`config.mk`:
```
export PLATFORM = sky130hd
export DESIGN_NAME = riscv_v_csr_arb
export DESIGN_NICKNAME = d
export VERILOG_FILES = /design/src/rtl/riscv_v_pkg.sv /design/src/rtl/riscv_v_stage.sv /design/src/rtl/riscv_v_csr_arb.sv
export SDC_FILE = /design/constraint.sdc
export NUM_CORES = 1
export LEC_CHECK = 0
export ABC_CLOCK_PERIOD_IN_PS = 9200
export CAP_MARGIN = 40
export CORE_ASPECT_RATIO = 0.75
export CORE_MARGIN = 4
export CORE_UTILIZATION = 53
export CTS_BUF_LIST = sky130_fd_sc_hd__clkbuf_8
export DETAILED_ROUTE_END_ITERATION = 7
export PLACE_DENSITY = 0.92
export SYNTH_ARGS = -nofsm -noshare
export SYNTH_HDL_FRONTEND = slang
export SYNTH_SLANG_ARGS = --single-unit
```
`constraint.sdc`:
```
create_clock -name clk -period 9.2 [get_ports clk]
set_input_delay 2.3 -clock clk [delete_from_list [all_inputs] [get_ports clk]]
set_output_delay 2.3 -clock clk [all_outputs]
set_load 0.02 [all_outputs]
```
`src/rtl/riscv_v_pkg.sv`:
```
// Shared vector-unit types and constants, plus the CSR select decode helpers
// used by the write arbiter and the CSR control stage.
package riscv_v_pkg;

    localparam int RISCV_XLEN               = 32;
    localparam int RISCV_V_ELEN             = 32;
    localparam int RISCV_V_ID_2_EXE_LATENCY = 1;
    localparam int RISCV_V_CSR_SEL_WIDTH    = 3;
    localparam int RISCV_V_CSR_SEL_NUM      = 6;

    typedef logic [RISCV_XLEN-1:0]   riscv_data_t;
    typedef logic [RISCV_V_ELEN-1:0] riscv_v_data_t;

    typedef enum logic [RISCV_V_CSR_SEL_WIDTH-1:0] {
        CSR_VSSTATUS = 3'd0,
        CSR_VTYPE    = 3'd1,
        CSR_VL       = 3'd2,
        CSR_VSTART   = 3'd3,
        CSR_VXRM     = 3'd4,
        CSR_VXSAT    = 3'd5
    } riscv_v_csr_sel_t;

    function automatic logic riscv_v_csr_sel_valid(
        input logic [RISCV_V_CSR_SEL_WIDTH-1:0] sel
    );
        return sel < RISCV_V_CSR_SEL_WIDTH'(RISCV_V_CSR_SEL_NUM);
    endfunction

    // Out-of-range selects decode to all zeros.
    function automatic logic [RISCV_V_CSR_SEL_NUM-1:0] riscv_v_csr_onehot(
        input logic [RISCV_V_CSR_SEL_WIDTH-1:0] sel
    );
        logic [RISCV_V_CSR_SEL_NUM-1:0] oh;
        oh = '0;
        for (int i = 0; i < RISCV_V_CSR_SEL_NUM; i++) begin
            if (sel == i[RISCV_V_CSR_SEL_WIDTH-1:0]) begin
                oh[i] = 1'b1;
            end
        end
        return oh;
    endfunction

endpackage

```
`src/rtl/riscv_v_stage.sv`:
```
// Enable-gated pipeline delay line of LATENCY registers; LATENCY 0 is a wire.
module riscv_v_stage #(
    parameter int WIDTH   = 32,
    parameter int LATENCY = 1
) (
    input  logic             clk,
    input  logic             rst_ni,
    input  logic             en_i,
    input  logic             flush_i,
    input  logic [WIDTH-1:0] rst_val_i,
    input  logic [WIDTH-1:0] d_i,
    output logic [WIDTH-1:0] q_o
);

    generate
        if (LATENCY == 0) begin : g_pass
            assign q_o = d_i;
        end else begin : g_pipe
            logic [WIDTH-1:0] stage_q [LATENCY];

            always_ff @(posedge clk) begin
                if (!rst_ni || flush_i) begin
                    for (int i = 0; i < LATENCY; i++) begin
                        stage_q[i] <= rst_val_i;
                    end
                end else if (en_i) begin
                    stage_q[0] <= d_i;
                    for (int i = 1; i < LATENCY; i++) begin
                        stage_q[i] <= stage_q[i-1];
                    end
                end
            end

            assign q_o = stage_q[LATENCY-1];
        end
    endgenerate

endmodule

```
`src/rtl/riscv_v_csr_arb.sv`:
```
// Arbitrates ext/vec vector-CSR writes so that no CSR sees two writes in one
// cycle; issues ID-stage one-hot strobes and EXE-aligned write data.
module riscv_v_csr_arb
    import riscv_v_pkg::*;
#(
    parameter int CNT_WIDTH = 16
) (
    input  logic                             clk,
    input  logic                             rst,
    input  logic                             stall,
    input  logic                             flush,
    input  logic                             ext_req_valid,
    output logic                             ext_req_ready,
    input  logic [RISCV_V_CSR_SEL_WIDTH-1:0] ext_req_sel,
    input  riscv_data_t                      ext_req_data,
    input  logic                             vec_req_valid,
    output logic                             vec_req_ready,
    input  logic [RISCV_V_CSR_SEL_WIDTH-1:0] vec_req_sel,
    input  riscv_v_data_t                    vec_req_data,
    output logic                             ext_wr_vsstatus_id,
    output logic                             ext_wr_vtype_id,
    output logic                             ext_wr_vl_id,
    output logic                             ext_wr_vstart_id,
    output logic                             ext_wr_vxrm_id,
    output logic                             ext_wr_vxsat_id,
    output logic                             vec_wr_vsstatus_id,
    output logic                             vec_wr_vtype_id,
    output logic                             vec_wr_vl_id,
    output logic                             vec_wr_vstart_id,
    output logic                             vec_wr_vxrm_id,
    output logic                             vec_wr_vxsat_id,
    output riscv_data_t                      ext_data_out_exe,
    output riscv_v_data_t                    vec_data_out_exe,
    output logic                             err_invalid_sel,
    output logic [CNT_WIDTH-1:0]             conflict_cnt
);

    logic                             ext_valid_q, ext_valid_d;
    logic [RISCV_V_CSR_SEL_WIDTH-1:0] ext_sel_q, ext_sel_d;
    riscv_data_t                      ext_data_q, ext_data_d;
    logic                             vec_valid_q, vec_valid_d;
    logic [RISCV_V_CSR_SEL_WIDTH-1:0] vec_sel_q, vec_sel_d;
    riscv_v_data_t                    vec_data_q, vec_data_d;
    logic                             rr_ptr_q, rr_ptr_d;
    logic [CNT_WIDTH-1:0]             cnt_q, cnt_d;
    logic                             err_q, err_d;

    logic issue_ok, ext_sel_ok, vec_sel_ok, conflict;
    logic ext_issue, vec_issue;
    logic [RISCV_V_CSR_SEL_NUM-1:0] ext_stb, vec_stb;
    riscv_data_t                    ext_stage_in;
    riscv_v_data_t                  vec_stage_in;

    // Reset, stall and flush all block issue and acceptance.
    assign issue_ok   = rst & ~stall & ~flush;
    assign ext_sel_ok = riscv_v_csr_sel_valid(ext_sel_q);
    assign vec_sel_ok = riscv_v_csr_sel_valid(vec_sel_q);
    assign conflict   = ext_valid_q & vec_valid_q & ext_sel_ok & vec_sel_ok
                      & (ext_sel_q == vec_sel_q);

    assign ext_issue = issue_ok & ext_valid_q & (~conflict | ~rr_ptr_q);
    assign vec_issue = issue_ok & vec_valid_q & (~conflict | rr_ptr_q);

    assign ext_req_ready = issue_ok & (~ext_valid_q | ext_issue);
    assign vec_req_ready = issue_ok & (~vec_valid_q | vec_issue);

    always_comb begin
        ext_valid_d = ext_valid_q;
        ext_sel_d   = ext_sel_q;
        ext_data_d  = ext_data_q;
        if (flush) begin
            ext_valid_d = 1'b0;
        end else if (ext_req_valid && ext_req_ready) begin
            ext_valid_d = 1'b1;
            ext_sel_d   = ext_req_sel;
            ext_data_d  = ext_req_data;
        end else if (ext_issue) begin
            ext_valid_d = 1'b0;
        end
    end

    always_comb begin
        vec_valid_d = vec_valid_q;
        vec_sel_d   = vec_sel_q;
        vec_data_d  = vec_data_q;
        if (flush) begin
            vec_valid_d = 1'b0;
        end else if (vec_req_valid && vec_req_ready) begin
            vec_valid_d = 1'b1;
            vec_sel_d   = vec_req_sel;
            vec_data_d  = vec_req_data;
        end else if (vec_issue) begin
            vec_valid_d = 1'b0;
        end
    end

    // Winner of an issuing conflict hands priority to the loser.
    always_comb begin
        rr_ptr_d = rr_ptr_q;
        cnt_d    = cnt_q;
        if (conflict && issue_ok) begin
            rr_ptr_d = ~rr_ptr_q;
            if (cnt_q != {CNT_WIDTH{1'b1}}) begin
                cnt_d = cnt_q + 1'b1;
            end
        end
        err_d = (ext_issue & ~ext_sel_ok) | (vec_issue & ~vec_sel_ok);
    end

    always_ff @(posedge clk) begin
        if (!rst) begin
            ext_valid_q <= 1'b0;
            ext_sel_q   <= '0;
            ext_data_q  <= '0;
            vec_valid_q <= 1'b0;
            vec_sel_q   <= '0;
            vec_data_q  <= '0;
            rr_ptr_q    <= 1'b0;
            cnt_q       <= '0;
            err_q       <= 1'b0;
        end else begin
            ext_valid_q <= ext_valid_d;
            ext_sel_q   <= ext_sel_d;
            ext_data_q  <= ext_data_d;
            vec_valid_q <= vec_valid_d;
            vec_sel_q   <= vec_sel_d;
            vec_data_q  <= vec_data_d;
            rr_ptr_q    <= rr_ptr_d;
            cnt_q       <= cnt_d;
            err_q       <= err_d;
        end
    end

    assign ext_stb = ext_issue ? riscv_v_csr_onehot(ext_sel_q) : '0;
    assign vec_stb = vec_issue ? riscv_v_csr_onehot(vec_sel_q) : '0;

    assign ext_wr_vsstatus_id = ext_stb[0];
    assign ext_wr_vtype_id    = ext_stb[1];
    assign ext_wr_vl_id       = ext_stb[2];
    assign ext_wr_vstart_id   = ext_stb[3];
    assign ext_wr_vxrm_id     = ext_stb[4];
    assign ext_wr_vxsat_id    = ext_stb[5];
    assign vec_wr_vsstatus_id = vec_stb[0];
    assign vec_wr_vtype_id    = vec_stb[1];
    assign vec_wr_vl_id       = vec_stb[2];
    assign vec_wr_vstart_id   = vec_stb[3];
    assign vec_wr_vxrm_id     = vec_stb[4];
    assign vec_wr_vxsat_id    = vec_stb[5];

    assign ext_stage_in = ext_issue ? ext_data_q : '0;
    assign vec_stage_in = vec_issue ? vec_data_q : '0;

    riscv_v_stage #(
        .WIDTH   (RISCV_XLEN),
        .LATENCY (RISCV_V_ID_2_EXE_LATENCY)
    ) u_ext_stage (
        .clk       (clk),
        .rst_ni    (rst),
        .en_i      (~stall),
        .flush_i   (1'b0),
        .rst_val_i ('0),
        .d_i       (ext_stage_in),
        .q_o       (ext_data_out_exe)
    );

    riscv_v_stage #(
        .WIDTH   (RISCV_V_ELEN),
        .LATENCY (RISCV_V_ID_2_EXE_LATENCY)
    ) u_vec_stage (
        .clk       (clk),
        .rst_ni    (rst),
        .en_i      (~stall),
        .flush_i   (1'b0),
        .rst_val_i ('0),
        .d_i       (vec_stage_in),
        .q_o       (vec_data_out_exe)
    );

    assign err_invalid_sel = err_q;
    assign conflict_cnt    = cnt_q;

endmodule

```
After elaboration in Yosys (flattened, before gate mapping)
Memories as Yosys holds them, arrays and structs flattened.
Index checks and enable logic that the tools add are counted.
- register bits after elaboration: 90
- bits in latches: 0
- RAM bits: 64
- bits in read-only memories: 0
- bits of input ports: 76
- output and inout port bits: 95
- word-level logic and storage cells: 95
- memories kept: 2
- memories (memory ; depth ; width ; rd ports ; clocked after Yosys merged registers in ; wr ports ; RTL line ; text):
    u_ext_stage.g_pipe.stage_q ; 1 ; 32 ; 1 ; 0 ; 1 ; riscv_v_stage.sv:19 ; logic [WIDTH-1:0] stage_q [LATENCY];
    u_vec_stage.g_pipe.stage_q ; 1 ; 32 ; 1 ; 0 ; 1 ; riscv_v_stage.sv:19 ;
- add/subtract/negate cells: 1
- $mul: 0
- div/mod/pow operators: 0
- magnitude comparators: 2
- equal/unequal tests: 12
- shifts and indexed selects: 0
- muxes and demuxes: 28
- bitwise gates (word level): 28
- reductions and logical operators: 13
- operators by type and width (operator ; count):
    $mux 32 ; 4
    $reduce_or 32->1 ; 2
    $mux 1 ; 22
    $add 16x1->16 const B ; 1
    $ne 16x16->1 const B ; 1
    $and 1x1->1 ; 14
    $eq 3x2->1 const B ; 4
    $eq 3x3->1 const B ; 4
    $mux 6 ; 2
    $not 1->1 ; 9
    $eq 3x1->1 const B ; 2
    $logic_not 3->1 ; 2
    $lt 3x3->1 const B ; 2
    $reduce_and 2->1 ; 3
    $or 1x1->1 ; 5
    $reduce_bool 2->1 ; 2
    $eq 3x3->1 ; 1
    $logic_and 1x1->1 ; 3
    $reduce_or 2->1 ; 1

Logic depth before layout (Yosys ltp)
Gate-level depths: netlist of the first run.
- word-level depth: 11
- gate-level depth with buffers: 9
- depth with buffers taken out: 6

Hierarchy
Synthesis of the first run repeated with hierarchy kept, for this count alone.
- cells, all modules: 680
- area, all modules: 7040.5 µm²
- modules (own cells, without submodules) (module ; instances ; cells an instance ; area each (µm²) ; seq. area each (µm²)):
    riscv_v_csr_arb ; 1 ; 542 ; 4047.6 ; 1801.7
    riscv_v_stage ; 2 ; 69 ; 1496.4 ; 960.9

Worst setup path after synthesis of the first run
Ideal clock, no wire load.
- path kind: input to output
- from: input stall
- to: output vec_wr_vtype_id
- data arrival time: 3.803 ns
- required time: 6.900 ns
- slack: 3.097 ns
- cell stages on the path: 4
- buffers on the path: 0
- cells stage by stage: nor3b_2 -> o31a_1 -> nand2_1 -> nor4b_1
- word-level cells in the longest chain between the ends: 6
- ends and longest elaborated chain (item ; RTL line ; text):
    start, declared ; riscv_v_csr_arb.sv:10 ; input logic stall,
    $not 1->1 ; -- ;
    $and 1x1->1 (2 in series) ; riscv_v_csr_arb.sv:55 ; assign issue_ok = rst & ~stall & ~flush;
    $and 1x1->1 (2 in series) ; riscv_v_csr_arb.sv:62 ; assign vec_issue = issue_ok & vec_valid_q & (~conflict | rr_ptr_q);
    $mux 6 ; riscv_v_csr_arb.sv:135 ; assign vec_stb = vec_issue ? riscv_v_csr_onehot(vec_sel_q) : '0;
    end, declared ; riscv_v_csr_arb.sv:27 ; output logic vec_wr_vtype_id,
Every way passes these cells.

Worst setup path in the final report of the first run
- from: input stall
- to: output ext_wr_vl_id
- word-level cells in the longest chain between the ends: 6
- ends and longest elaborated chain (item ; RTL line ; text):
    $not 1->1 ; -- ;
    $and 1x1->1 (2 in series) ; riscv_v_csr_arb.sv:55 ;
    $and 1x1->1 (2 in series) ; riscv_v_csr_arb.sv:61 ; assign ext_issue = issue_ok & ext_valid_q & (~conflict | ~rr_ptr_q);
    $mux 6 ; riscv_v_csr_arb.sv:134 ; assign ext_stb = ext_issue ? riscv_v_csr_onehot(ext_sel_q) : '0;
    end, declared ; riscv_v_csr_arb.sv:22 ; output logic ext_wr_vl_id,
Every way passes these cells.

==> impl_metrics.json, run 1 <==
{
  "drt-total-wl_mm": 14.51,
  "yosys_warnings": 0,
  "critPathMaxStageDelay_ns": 0.66,
  "post-route-period-util": 0.7954,
  "fillCellCount": 762,
  "clk_latency_ns": 0.43,
  "ys_seq_area_frac": 0.6192,
  "fin_nets": 823,
  "rows": 33,
  "htree_levels": 4,
  "outcome": "finished clean",
  "track_usage": 0.2240,
  "cts_root_buf": "clkbuf_8",
  "drv_slew": 0,
  "gr-total-overflow": 0,
  "clock.fmax_mhz": 136.7,
  "syn_avg_cell_area_um2": 10.12,
  "drt_iter0_markers": 457,
  "antenna_found_initial": 0,
  "die_w_um": 131.0,
  "arrival_ns": 5.02,
  "period_needed_ns": 7.317,
  "ys_types": 46,
  "die_y_um": 100.2,
  "synth_edf_count": 64,
  "ir_drop_uv": 143.5,
  "viasPerCell": 5.435,
  "gp_routability_congestion": 0.8464,
  "layout_commonest_cell": "clkdlybuf4s50_1",
  "tns_ns": 0,
  "areaGrowthSynthToFinish_pct": 34.35,
  "holdBufCountCts": 0,
  "ys_ff_latch": 154,
  "setup_viol": 0,
  "cp_slowest_cell": "clkdlybuf4s50_1",
  "rsz0062_at_grt": "no",
  "syn_inst": 594,
  "ctsResizeCount": 0,
  "vias": 4886,
  "max_cap_viol_count": 0,
  "grt_pass1_vias": 4714,
  "cts.sinks": 154,
  "cts_buffer_depth": 2,
  "coreArea_um2": 11020,
  "cp_common_cell": "clkdlybuf4s50_1",
  "wl_per_cell_um": 16.14,
  "drc": 0,
  "path_class": "in -> out",
  "powerDensity_nw_per_um2": 161.3,
  "worstMarginPinSlew_ns": 0.7802,
  "syn-num-nets": 671,
  "end_kind": "output port",
  "final_cell_mix": "169 x clkdlybuf4s50_1, 153 x nand2_1, 90 x dfxtp_1",
  "insertedDiodeCount": 0,
  "path_cells": "clkdlybuf4s50_1 -> nor3b_2 -> o21ai_1 -> inv_2 -> nand2_1 -> nor4b_1 -> clkdlybuf4s50_1",
  "async_reset_ff_frac": 0,
  "multi_input_area_um2": 2042,
  "antenna_left": 0,
  "crit_required_ns": 6.90,
  "start_util": 0.5455,
  "finalHoldViolations": 0,
  "path_max_fanout": 34,
  "cts_buffers": 17,
  "portBuffers": 170,
  "leakagePower_uw": 0.003145,
  "dp_hpwl_mm": 10.15,
  "drive_gt1_frac": 0.06719,
  "fin_skew_ns": 0.01433,
  "postCtsSetupBuffers": 0,
  "grt_pass1_wl_mm": 23.20,
  "relSlewSlack": 0.4799,
  "path_clk_slew_ns": 0.08,
  "cts_tree": "yes",
  "synthFlopType": "dfxtp_1",
  "die-area_um2": 13130,
  "hold_path_class": "reg -> reg",
  "first_pass_iters": 4,
  "grt_max_degree": 76,
  "hold_ws_ns": 0.4482,
  "start_kind": "input port",
  "seq_area_um2": 3724,
  "ios": 171,
  "synthesis.area_um2": 6013
}
==> registers in the layout (all words and copies together) (netlist names) <==
register	cells
conflict_cnt	16
rr_ptr_q	1
vec_valid_q	1
err_invalid_sel	1
u_ext_stage.g_pipe.stage_q	32
ext_valid_q	1
u_vec_stage.g_pipe.stage_q	32
vec_sel_q	3
vec_data_q	32
ext_data_q	32
ext_sel_q	3
==> critical path: cells and delay by family <==
kind,cells,cell delay [ns]
buffers and inverters,3,1.56
and+or+nand+nor,3,0.89
AOI/OAI and AO/OA,1,0.26
==> cell usage after synthesis (6+ instances only) <==
master,number,area share
and2_1,34,0.035
dfxtp_1,90,0.30
clkbuf_1,24,0.015
a21oi_1,12,0.010
buf_2,12,0.010
edfxtp_1,64,0.32
nor3_1,6,0.0050
nand2_1,154,0.096
buf_6,7,0.013
o31ai_1,6,0.0075
nand4_1,8,0.0083
and3_1,32,0.033
nand3_1,44,0.037
o21ai_1,40,0.033
==> cells by family (layout without fill, tap and decap cells) <==
family,Yosys count,after routing,synth area share
buffers and inverters,48,213,0.04182
multiplexers,1,1,0.001665
flip-flops,154,154,0.6192
adder cells (fa/ha/maj),1,1,0.002080
AO/OA/AOI/OAI,73,73,0.07345
AND/OR/NAND/NOR,313,313,0.2559
XOR/XNOR,4,4,0.005827
==> per-layer routing <==
metal / global-route usage / vias to the layer above / wire length [µm]
li1: - / 2371 / -
met2: 0.3803 / 161 / 7430
met1: 0.2790 / 2335 / 5894
met3: 0.07074 / 19 / 997
met4: 0.05455 / 0 / 192
met5: 0 / - / 0
==> path summary, 6_finish.rpt <==
kind / to / startpoint / cells after the start / slack [ns]
worst max-delay path: ext_wr_vl_id / stall / 7 / 1.88
worst min-delay path: vec_data_q[16] / vec_data_q[16] / 2 / 0.45
worst max register to register: conflict_cnt[13] / ext_sel_q[1] / 5 / 6.75
worst min register to register: vec_data_q[16] / vec_data_q[16] / 2 / 0.45
==> layout make-up <==
type                       count  share of cell area
timing repair buffer         177              0.2193
tap                          140             0.02168
inverter                       4            0.001858
sequential                   154              0.4609
multi-input combinational    392              0.2527
clock inverter                15             0.01456
clock buffer                  17             0.02896
==> power by group <==
part | switching, µW | internal (µW) | leakage, µW | total (µW)
logic | 55.7 | 57.0 | 0.00154 | 113
registers | 10.9 | 732 | 0.00144 | 743
clock network | 257 | 191 | 0.000165 | 448
total | 323 | 979 | 0.00315 | 1300
==> per-stage QoR <==
step	worst slack (ns)	utilization	cell area, µm²	instances	power [µW]
2_1_floorplan	3.097	-	6013	594	804.8
3_3_place_gp	1.935	0.6969	7682	864	866.3
6_report	1.883	0.7328	8079	899	1303
5_1_grt	1.586	0.7328	8079	899	1354
3_5_place_dp	1.789	0.6996	7712	866	870.8
4_1_cts	1.786	0.7315	8064	898	1313
Note: power is estimated with default switching activity, not from simulation.
==> run 2: changes to the inputs <==
--- a/config.mk
+++ b/config.mk
@@ -5,14 +5,14 @@
 export SDC_FILE = /design/constraint.sdc
 export NUM_CORES = 1
 export LEC_CHECK = 0
-export ABC_CLOCK_PERIOD_IN_PS = 9200
+export ABC_CLOCK_PERIOD_IN_PS = 7500
 export CAP_MARGIN = 40
 export CORE_ASPECT_RATIO = 0.75
 export CORE_MARGIN = 4
-export CORE_UTILIZATION = 53
+export CORE_UTILIZATION = 49
 export CTS_BUF_LIST = sky130_fd_sc_hd__clkbuf_8
 export DETAILED_ROUTE_END_ITERATION = 7
-export PLACE_DENSITY = 0.92
+export PLACE_DENSITY = 0.86
 export SYNTH_ARGS = -nofsm -noshare
 export SYNTH_HDL_FRONTEND = slang
 export SYNTH_SLANG_ARGS = --single-unit
==> constraint.sdc (replaced) <==
create_clock -name clk -period 7.5 [get_ports clk]
set_input_delay 1.875 -clock clk [delete_from_list [all_inputs] [get_ports clk]]
set_output_delay 1.875 -clock clk [all_outputs]
set_load 0.02 [all_outputs]
==> impl_metrics.json, run 2 (same netlist as run 1, synthesis figures left out) <==
{
  "insertedDiodeCount": 0,
  "finalHoldViolations": 0,
  "gp_routability_congestion": 0.8346,
  "rsz0062_at_grt": "no",
  "cts_buffer_depth": 2,
  "postCtsSetupBuffers": 0,
  "die_w_um": 135.9,
  "dp_hpwl_mm": 10.54,
  "dpl-instance-area_um2": 7792,
  "path_max_fanout": 23,
  "cts_tree": "yes",
  "comb_power_share": 0.085,
  "ir_drop_uv": 117.4,
  "track_usage": 0.2108,
  "die-area_um2": 14130,
  "grt_pass1_wl_mm": 23.59,
  "coreArea_um2": 11780,
  "leakagePower_uw": 0.003201,
  "htree_levels": 4,
  "cts.sinks": 154,
  "max_cap_viol_count": 0,
  "fillCellCount": 861,
  "drt_iter0_markers": 268,
  "end_kind": "output port",
  "tns_ns": 0,
  "drc": 0,
  "p_clk_frac": 0.362,
  "start_kind": "input port",
  "cp_slowest_cell": "clkdlybuf4s50_1",
  "cts_root_buf": "clkbuf_8",
  "arrival_ns": 4.46,
  "start_util": 0.5103,
  "layout_commonest_cell": "clkdlybuf4s50_1",
  "first_pass_iters": 5,
  "wl_per_cell_um": 16.18,
  "critPathBufInv": 3,
  "period_needed_ns": 6.339,
  "antenna_left": 0,
  "powerDensity_nw_per_um2": 201.5,
  "grt_max_degree": 76,
  "setup_viol": 0,
  "crit_family": "buffers and inverters",
  "antenna_found_initial": 1,
  "fin_nets": 824,
  "vias": 4857,
  "hold_path_class": "reg -> reg",
  "cts_buffers": 17,
  "die_y_um": 103.9,
  "grt_pass1_vias": 4670,
  "areaGrowthSynthToFinish_pct": 35.93,
  "intPower_uw": 1270,
  "viasPerCell": 5.268,
  "path_cells": "clkdlybuf4s50_1 -> nor3b_2 -> o311a_1 -> buf_4 -> nand2_1 -> nor3_1 -> clkdlybuf4s50_1",
  "crit_required_ns": 5.62,
  "ctsResizeCount": 0,
  "outcome": "finished clean",
  "drt-total-wl_mm": 14.92,
  "finish.instance_area_um2": 8174,
  "switchingPower_uw": 376.8,
  "critPathMaxStageDelay_ns": 0.63,
  "seqPwrFrac": 0.553,
  "worstMarginPinSlew_ns": 0.7994,
  "fin_skew_ns": 0.01343,
  "drive_gt1_frac": 0.06579,
  "path_clk_slew_ns": 0.08,
  "clk_latency_ns": 0.43,
  "path_class": "in -> out",
  "relSlewSlack": 0.4671,
  "post-route-period-util": 0.8453,
  "gr-total-overflow": 0,
  "drv_slew": 0,
  "clock.fmax_mhz": 157.7,
  "ios": 171,
  "holdBufCountCts": 0,
  "cp_common_cell": "clkdlybuf4s50_1",
  "sw_frac_of_total": 0.2288,
  "rows": 34,
  "portBuffers": 170,
  "final_cell_mix": "169 x clkdlybuf4s50_1, 153 x nand2_1, 90 x dfxtp_1"
}
==> run 2: changes by cell type in the layout (fill, tap and decap cells not counted), sizes merged <==
cell	change
buf	+1
clkinv	+5
inv	-3
bufinv	+2
clkbuf	+1
clkinvlp	-5
==> run 2: worst min-delay path: stages (launching register included) <==
cell and delay, ns:
dfxtp_1 0.31, nand2_1 0.05, o21ai_1 0.05
==> run 2: power by group through the flow <==
stage               Sequential, µW  Clock [µW]  Combinational, µW
detailed placement             930           0                140
CTS                            911         609                141
global placement               930           0                133
global route                   914         645                149
floorplan                      946           0               41.5
finish                         911         596                140
==> run 2: metal layers <==
layer,share of wire,GRT usage
met5,0.00047,0
met4,0.015,0.06259
met3,0.070,0.06335
met2,0.52,0.3690
met1,0.39,0.2497
==> run 2: path summary, 6_finish.rpt <==
kind                  startpoint          endpoint  slack [ns]  cells past startpoint
setup / recovery           stall    vec_wr_vxrm_id        1.16                      7
hold / removal    vec_data_q[11]    vec_data_q[11]        0.45                      2
setup reg to reg    ext_sel_q[1]  conflict_cnt[15]        4.99                      5
hold reg to reg   vec_data_q[11]    vec_data_q[11]        0.45                      2
==> run 2: cell type report <==
| cell class | instances | area [µm²] | share of cell area |
|---|---|---|---|
| inverter | 4 | 15.01 | 0.001837 |
| tap | 162 | 202.7 | 0.02480 |
| timing repair buffer | 178 | 1809 | 0.2213 |
| clock buffer | 18 | 247.7 | 0.03031 |
| clock inverter | 14 | 133.9 | 0.01638 |
| sequential | 154 | 3724 | 0.4555 |
| multi-input combinational | 392 | 2042 | 0.2498 |
==> run 2: through the flow <==
| stage | util | hold slack, ns | setup slack [ns] | power (µW) | std cells |
|---|---|---|---|---|---|
| finish | 0.6937 | 0.4478 | 1.161 | 1647 | 922 |
| global route | 0.6937 | 0.4615 | 0.9867 | 1709 | 922 |
| CTS | 0.6937 | 0.4475 | 1.181 | 1661 | 922 |
| detailed placement | 0.6613 | 0.4365 | 1.228 | 1070 | 890 |
| global placement | 0.6549 | 0.4305 | 1.262 | 1063 | 887 |
| floorplan | - | 0.4238 | 2.247 | 987.2 | 594 |
==> run 3: changes to the inputs <==
--- a/config.mk
+++ b/config.mk
@@ -5,14 +5,14 @@
 export SDC_FILE = /design/constraint.sdc
 export NUM_CORES = 1
 export LEC_CHECK = 0
-export ABC_CLOCK_PERIOD_IN_PS = 7500
+export ABC_CLOCK_PERIOD_IN_PS = 5700
 export CAP_MARGIN = 40
 export CORE_ASPECT_RATIO = 0.75
 export CORE_MARGIN = 4
-export CORE_UTILIZATION = 49
+export CORE_UTILIZATION = 45
 export CTS_BUF_LIST = sky130_fd_sc_hd__clkbuf_8
 export DETAILED_ROUTE_END_ITERATION = 7
-export PLACE_DENSITY = 0.86
+export PLACE_DENSITY = 0.83
 export SYNTH_ARGS = -nofsm -noshare
 export SYNTH_HDL_FRONTEND = slang
 export SYNTH_SLANG_ARGS = --single-unit
==> constraint.sdc (replaced) <==
create_clock -name clk -period 5.7 [get_ports clk]
set_input_delay 1.425 -clock clk [delete_from_list [all_inputs] [get_ports clk]]
set_output_delay 1.425 -clock clk [all_outputs]
set_load 0.02 [all_outputs]
==> impl_metrics.json, run 3 (same netlist as run 1, synthesis figures left out) <==
{
  "outcome": "finished clean",
  "die_w_um": 141.5,
  "die_y_um": 108.1,
  "die-area_um2": 15300,
  "viasPerCell": 5.290,
  "grt_max_degree": 76,
  "clock.fmax_mhz": 190.7,
  "grt_pass1_vias": 4776,
  "layout_commonest_cell": "clkdlybuf4s50_1",
  "cp_slowest_cell": "clkdlybuf4s50_1",
  "grt_pass1_wl_mm": 23.62,
  "gp_routability_congestion": 0.8454,
  "clk_latency_ns": 0.44,
  "fin_nets": 824,
  "insertedDiodeCount": 0,
  "gr-total-overflow": 0,
  "path_class": "in -> out",
  "path_max_fanout": 7,
  "first_pass_iters": 5,
  "ir_drop_uv": 197.5,
  "holdBufCountCts": 0,
  "antenna_left": 0,
  "start_kind": "input port",
  "tns_ns": 0,
  "wl_met1_mm": 6.336,
  "relSlewSlack": 0.4551,
  "postCtsSetupBuffers": 0,
  "powerDensity_nw_per_um2": 277.7,
  "period_needed_ns": 5.244,
  "finalPower_uw": 2273,
  "hold_ws_ns": 0.4461,
  "wl_met2_mm": 7.472,
  "path_clk_slew_ns": 0.10,
  "drive_gt1_frac": 0.06842,
  "coreArea_um2": 13020,
  "finish.instance_area_um2": 8187,
  "post-route-period-util": 0.9200,
  "start_util": 0.4619,
  "path_cells": "clkdlybuf4s50_1 -> nor3b_2 -> o21ai_1 -> inv_2 -> nand2_1 -> nor4b_1 -> clkdlybuf4s50_1",
  "hold_path_class": "reg -> reg",
  "setup_viol": 0,
  "ios": 171,
  "track_usage": 0.1966,
  "dpl-instance-area_um2": 7751,
  "cts_tree": "yes",
  "arrival_ns": 3.82,
  "finalHoldViolations": 0,
  "cts_root_buf": "clkbuf_8",
  "leakagePower_uw": 0.003202,
  "wl_per_cell_um": 16.23,
  "htree_levels": 4,
  "dp_hpwl_mm": 10.32,
  "antenna_found_initial": 0,
  "rows": 36,
  "crit_required_ns": 4.28,
  "cp_common_cell": "clkdlybuf4s50_1",
  "areaGrowthSynthToFinish_pct": 36.14,
  "portBuffers": 170,
  "drt-total-wl_mm": 15.11,
  "drt_iter0_markers": 281,
  "rsz0062_at_grt": "no",
  "max_cap_viol_count": 0,
  "cts.sinks": 154,
  "final_cell_mix": "169 x clkdlybuf4s50_1, 153 x nand2_1, 90 x dfxtp_1",
  "top_layer": "met4",
  "critPathMaxStageDelay_ns": 0.65,
  "drc": 0,
  "worstMarginPinSlew_ns": 0.8173,
  "end_kind": "output port",
  "cts_buffers": 17,
  "fillCellCount": 1009,
  "drv_slew": 0,
  "route.met3.wl_um": 983,
  "vias": 4925,
  "fin_skew_ns": 0.01349,
  "cts_buffer_depth": 2,
  "ctsResizeCount": 0
}
==> run 3: per-layer routing <==
| layer | vias to the layer above | track usage |
|---|---|---|
| met5 | - | 0 |
| met4 | 0 | 0.07534 |
| met3 | 23 | 0.04730 |
| met2 | 198 | 0.3341 |
| met1 | 2332 | 0.2448 |
| li1 | 2372 | - |
==> run 3: final timing paths <==
check                               startpoint                to  slack, ns  depth (start not counted)
worst min register to register  vec_data_q[17]    vec_data_q[17]       0.45                          2
worst max register to register    ext_sel_q[1]  conflict_cnt[13]       3.15                          5
worst max-delay path                     stall      ext_wr_vl_id       0.46                          7
worst min-delay path            vec_data_q[17]    vec_data_q[17]       0.45                          2
==> run 3: worst max-delay path: cells and delay by family <==
| kind | cells | cell delay (ns) |
|---|---|---|
| simple gates | 3 | 0.82 |
| buf+inv | 3 | 1.27 |
| compound gates | 1 | 0.31 |
==> run 3: power by group <==
| part | switching (µW) | internal (µW) |
|---|---|---|
| Clock | 440 | 453 |
| Sequential | 17.2 | 1180 |
| Combinational | 91.2 | 91.8 |
==> run 3: stage by stage <==
stage,std cells,setup WS (ns),util
final,931,0.4557,0.6289
after global routing,931,0.2041,0.6289
after CTS,931,0.4850,0.6289
after detailed placement,899,0.4945,0.5954
after global placement,899,0.5615,0.5954
after floorplan,594,1.347,-
==> run 3: cell type report <==
class                           count  area, µm²  share of cell area
Clock buffer                       17      234.0             0.02858
Clock inverter                     15      201.4             0.02461
Inverter                            4      15.01            0.001834
Multi-Input combinational cell    392       2042              0.2494
Sequential cell                   154       3724              0.4548
Tap cell                          171      214.0             0.02613
Timing Repair Buffer              178       1757              0.2146
